[config.mk]
export PLATFORM = sky130hd
export DESIGN_NAME = mag_peak_detect
export DESIGN_NICKNAME = d
export VERILOG_FILES = /design/src/rtl/mag_peak_detect.sv
export SDC_FILE = /design/constraint.sdc
export NUM_CORES = 1
export LEC_CHECK = 0
export CAP_MARGIN = 10
export CORE_ASPECT_RATIO = 0.8
export CORE_MARGIN = 5
export CORE_UTILIZATION = 48
export CTS_BUF_LIST = sky130_fd_sc_hd__clkbuf_16
export DETAILED_ROUTE_END_ITERATION = 16
export PLACE_DENSITY_LB_ADDON = 0.25
export SYNTH_ARGS = -nofsm -noshare
export SYNTH_HDL_FRONTEND = slang
export SYNTH_SLANG_ARGS = --single-unit
[constraint.sdc]
create_clock -name clk -period 2.2 [get_ports clk]
set_input_delay 0.22 -clock clk [delete_from_list [all_inputs] [get_ports clk]]
set_output_delay 0.22 -clock clk [all_outputs]
set_load 0.05 [all_outputs]
[src/rtl/mag_peak_detect.sv]
// Windowed peak / threshold tracker for the sqrt magnitude stream: peak value, peak position and over-threshold count per WIN_LEN samples.
// Optional macro MAG_ROUND_EN rounds each integer root to nearest using the remainder; undefined -> plain truncation.
module mag_peak_detect #(
    parameter int WIN_LEN = 16,
    parameter int IDX_W   = 8,
    parameter int THRESH  = 100
) (
    input  logic             clk,
    input  logic             rst_n,
    input  logic             i_vld,
    input  logic [7:0]       sqrt,
    input  logic [15:0]      remain,
    input  logic             clr,
    output logic             o_vld,
    output logic [7:0]       peak,
    output logic [IDX_W-1:0] peak_idx,
    output logic [IDX_W:0]   over_cnt,
    output logic             o_over
);

    localparam logic [7:0]       THR_8    = 8'(THRESH);
    localparam logic [IDX_W-1:0] CNT_LAST = IDX_W'(WIN_LEN - 1);

    typedef enum logic {
        S_EMPTY,
        S_FILL
    } state_t;

    logic [7:0] w_mag;

`ifdef MAG_ROUND_EN
    // N - s^2 > s  <=>  N >= (s+0.5)^2; never step past 255.
    logic w_round_up;
    assign w_round_up = ({8'd0, sqrt} < remain) && (sqrt != 8'hFF);
    assign w_mag      = sqrt + {7'd0, w_round_up};
`else
    wire w_unused_remain = ^remain;
    assign w_mag = sqrt;
`endif

    logic [7:0] r_mag;
    logic       r_v1;

    always_ff @(posedge clk or negedge rst_n) begin
        if (!rst_n) begin
            r_mag <= '0;
            r_v1  <= 1'b0;
        end else begin
            // A sample presented with clr is dropped before it reaches the accumulator.
            r_v1 <= i_vld & ~clr;
            if (i_vld) begin
                r_mag <= w_mag;
            end
        end
    end

    state_t           r_state;
    logic [IDX_W-1:0] r_cnt;
    logic [7:0]       r_cur_peak;
    logic [IDX_W-1:0] r_cur_idx;
    logic [IDX_W:0]   r_cur_over;
    logic             r_o_vld;
    logic [7:0]       r_peak;
    logic [IDX_W-1:0] r_peak_idx;
    logic [IDX_W:0]   r_over_cnt;
    logic             r_o_over;

    logic             w_mag_ge;
    logic             w_new_max;
    logic [7:0]       w_peak_next;
    logic [IDX_W-1:0] w_idx_next;
    logic [IDX_W:0]   w_over_next;
    logic             w_win_done;

    assign w_mag_ge    = (r_mag >= THR_8);
    assign w_new_max   = (r_mag > r_cur_peak);
    assign w_peak_next = w_new_max ? r_mag : r_cur_peak;
    assign w_idx_next  = w_new_max ? r_cnt : r_cur_idx;
    assign w_over_next = r_cur_over + {{IDX_W{1'b0}}, w_mag_ge};
    assign w_win_done  = (r_cnt == CNT_LAST);

    always_ff @(posedge clk or negedge rst_n) begin
        if (!rst_n) begin
            r_state    <= S_EMPTY;
            r_cnt      <= '0;
            r_cur_peak <= '0;
            r_cur_idx  <= '0;
            r_cur_over <= '0;
            r_o_vld    <= 1'b0;
            r_peak     <= '0;
            r_peak_idx <= '0;
            r_over_cnt <= '0;
            r_o_over   <= 1'b0;
        end else begin
            r_o_vld <= 1'b0;
            if (clr) begin
                // Registered results and the pulse already on o_vld are left alone.
                r_state    <= S_EMPTY;
                r_cnt      <= '0;
                r_cur_peak <= '0;
                r_cur_idx  <= '0;
                r_cur_over <= '0;
            end else if (r_v1) begin
                case (r_state)
                    S_EMPTY: begin
                        r_cur_peak <= r_mag;
                        r_cur_idx  <= '0;
                        r_cur_over <= {{IDX_W{1'b0}}, w_mag_ge};
                        r_cnt      <= IDX_W'(1);
                        r_state    <= S_FILL;
                    end
                    S_FILL: begin
                        if (w_win_done) begin
                            r_peak     <= w_peak_next;
                            r_peak_idx <= w_idx_next;
                            r_over_cnt <= w_over_next;
                            r_o_over   <= (w_peak_next >= THR_8);
                            r_o_vld    <= 1'b1;
                            r_cnt      <= '0;
                            r_cur_peak <= '0;
                            r_cur_idx  <= '0;
                            r_cur_over <= '0;
                            r_state    <= S_EMPTY;
                        end else begin
                            r_cur_peak <= w_peak_next;
                            r_cur_idx  <= w_idx_next;
                            r_cur_over <= w_over_next;
                            r_cnt      <= r_cnt + IDX_W'(1);
                        end
                    end
                    default: begin
                        r_state <= S_EMPTY;
                    end
                endcase
            end
        end
    end

    assign o_vld    = r_o_vld;
    assign peak     = r_peak;
    assign peak_idx = r_peak_idx;
    assign over_cnt = r_over_cnt;
    assign o_over   = r_o_over;

endmodule

==> results.json <==
{
  "worst_slack_ns": -0.0911,
  "met1_length_mm": 4.37,
  "setup_viol": 16,
  "final_cell_count_no_fill": 521,
  "path_max_fanout": 5,
  "drc": 0,
  "yosysWarnings": 0,
  "fin_util": 0.696,
  "avgRoutedWirePerCell_um": 19.6,
  "hold_path.class": "in2async",
  "drt-initial-drc-count": 300,
  "dr_total_vias": 3199,
  "worstSetupPathType": "reg2reg",
  "synth_fp_nets": 382,
  "leakagePower_nw": 2.16,
  "coreArea_sq_um": 6990,
  "yosys.area_share.simple": 0.185,
  "area_growth_pct": 39.5,
  "wl_met2_mm": 4.59,
  "cts_root_buf": "clkbuf_16",
  "ir_drop_v": 0.000399,
  "grtUsageTotal": 0.205,
  "pin_count": 55,
  "dp.cells": 493,
  "diodes": 0,
  "drive_above_1_share": 0.293,
  "maxUsedRoutingLayer": "met4",
  "grt_pass1_vias": 2907,
  "synth_compound_area_frac": 0.181,
  "relSlewSlack": 0.572,
  "run_status": "finished, violations left",
  "cts.sinks": 70,
  "mostFrequentLayoutCells": "dfrtp_1 (68), buf_4 (48), nand2_1 (44), clkdlybuf4s50_1 (37), o21ai_0 (30)",
  "antenna_found_initial": 0,
  "endpoint_kind": "flop",
  "h-tree-depth": 3,
  "synth_area_sq_um": 3490,
  "dieHeight_um": 86.3,
  "cp.arrival_ns": 2.50,
  "period_minus_slack_ns": 2.29,
  "ys_types": 46,
  "synth_xor_area_frac": 0.0176,
  "via_per_inst": 6.14,
  "die_x_um": 105,
  "met3_length_um": 979,
  "setup_tns_ns": -0.935,
  "powerDensity_nw_per_um2": 677,
  "synth_top_family_by_area": "simple AND/OR/NAND/NOR gates",
  "syn_inst": 343,
  "rsz0062_at_grt": "true",
  "start_util": 0.499,
  "ys_seq_area_frac": 0.502,
  "grt_max_degree": 48,
  "finalWirelength_mm": 10.2,
  "maxCapViolCount": 0,
  "fmax_mhz": 436,
  "grt_pass1_wl_mm": 14.9,
  "r2r-start": "r_cur_peak[1]",
  "slew_viol_final": 0,
  "layout_commonest_cell": "dfrtp_1",
  "hold_violations": 0,
  "io_buffers": 38,
  "cp-start-kind": "flop",
  "rows": 27,
  "critPathRequiredTime_ns": 2.41,
  "worst_pin_slew_ns": 0.639,
  "overflow": 0,
  "ys.flop_type": "dfrtp_1",
  "clkTransAtPathRegs_ns": 0.06,
  "violations": "negative setup slack",
  "fin_crit_sh": 1.04,
  "hpwl_mm": 6.04,
  "dr.pass1.iters": 5,
  "synthAdderAreaFrac": 0.0394,
  "r2r_cells": 9,
  "clockBufferDepth": 2,
  "cts_tree": "done",
  "fin_skew_ns": 0.00785,
  "syn_avg_cell_area_sq_um": 10.2,
  "clk_latency_ns": 0.33,
  "cts_buffers": 9,
  "synthArstFlopShare": 1.00,
  "synthMuxAreaShare": 0.0226,
  "gp_congestion": 0.908,
  "rr_endpoint": "r_cur_peak[1]",
  "die_area_sq_um": 9090,
  "place_ws_ns": -0.0283,
  "synth_edf_count": 0,
  "final_nets": 469,
  "r2r_slack_ns": -0.09,
  "yosys_register_bits": 70,
  "ant_nets": 0
}
-- power breakdown --
| group | total, W | switching (W) | internal, W |
|---|---|---|---|
| clock | 0.00138 | 0.000521 | 0.000858 |
| combinational | 0.000561 | 0.000290 | 0.000272 |
| sequential | 0.00136 | 0.0000381 | 0.00132 |
| total | 0.00330 | 0.000849 | 0.00245 |
-- cell families after synthesis --
kind of cell / after synthesis
AO/OA/AOI/OAI: 91
AND/OR/NAND/NOR: 124
multiplexers: 7
XOR/XNOR: 7
buffers and inverters: 33
flip-flops: 70
adder cells (fa/ha/maj): 11
-- cell usage after synthesis, drive strengths merged, types with 2 or more instances --
| library cell | number | area (sq um) |
|---|---|---|
| a21oi | 10 | 50.1 |
| o211ai | 12 | 90.1 |
| mux2 | 7 | 78.8 |
| ha | 11 | 138 |
| o21ai | 33 | 165 |
| nor2b | 2 | 12.5 |
| nand4 | 13 | 81.3 |
| o31ai | 5 | 37.5 |
| buf | 6 | 36.3 |
| and2 | 7 | 52.6 |
| dfrtp | 70 | 1750 |
| a22o | 2 | 17.5 |
| xnor2 | 6 | 52.6 |
| a32o | 8 | 80.1 |
| a221o | 8 | 87.6 |
| nand2 | 45 | 169 |
| nand3 | 14 | 70.1 |
| a31oi | 5 | 31.3 |
| inv | 11 | 41.3 |
| nor2 | 21 | 103 |
| nor3b | 7 | 52.6 |
| clkbuf | 15 | 96.3 |
| and3 | 7 | 43.8 |
-- metal layers --
metal / global-route usage / up-vias
li1: - / 1443
met1: 0.306 / 1552
met2: 0.289 / 176
met3: 0.0611 / 28
met4: 0.0548 / 0
met5: 0 / -
-- timing repair --
action | in CTS | in global routing
gates cloned | 0 | 3
hold endpoints to repair | 23 | 0
endpoints found under the setup margin | 9 | 26
buffers inserted | 2 | 7
hold buffers | 1 | 0
gates resized for setup | 4 | 36
pin swaps | 1 | 22
-- worst max-delay path, cell delays in order, from the launching register on --
cell and delay, ns:
dfrtp_1 0.42, inv_2 0.09, ha_4 0.20, nor2b_2 0.16
o211ai_1 0.36, a21o_4 0.23, buf_8 0.11, nand2_4 0.09
buf_8 0.16, a221o_2 0.35
-- through the flow --
stage | instance area (sq um) | total power, W | hold WS [ns]
global route | 4870 | 0.00341 | 0.494
finish | 4870 | 0.00330 | 0.430
CTS | 4570 | 0.00314 | 0.434
global placement | 4250 | 0.00174 | 0.243
floorplan | 3520 | 0.00156 | -0.0756
detailed placement | 4250 | 0.00175 | 0.251
-- sequential cells by signal, indices dropped and copies added (netlist names) --
name	flops
r_cnt	8
r_cur_over	9
peak	8
r_cur_idx	8
r_cur_peak	8
o_over	1
r_mag	8
r_v1	1
peak_idx	8
r_state	1
over_cnt	9
o_vld	1
-- worst max path at each step --
stage	startpoint	endpoint	slack, ns	cells past startpoint
6_report	r_cur_peak[1]	r_cur_peak[1]	-0.09	9
5_1_grt	r_mag[1]	r_cur_peak[4]	-0.10	8
4_1_cts	r_cur_peak[1]	r_cur_peak[1]	-0.004	9
3_5_place_dp	r_cur_peak[7]	r_cur_peak[1]	-0.03	8
3_3_place_gp	r_mag[2]	over_cnt[8]	-0.007	10
2_1_floorplan	r_mag[2]	over_cnt[8]	-0.006	11
-- cell type report --
cell class                 count  area [sq um]
timing repair buffer          97           920
tap                           87           109
clock buffer                   9           225
sequential                    70          1750
clock inverter                 6          53.8
fill                         493          2120
inverter                      11          41.3
multi-input combinational    241          1770
No activity file was read; power rests on OpenSTA's default activity.
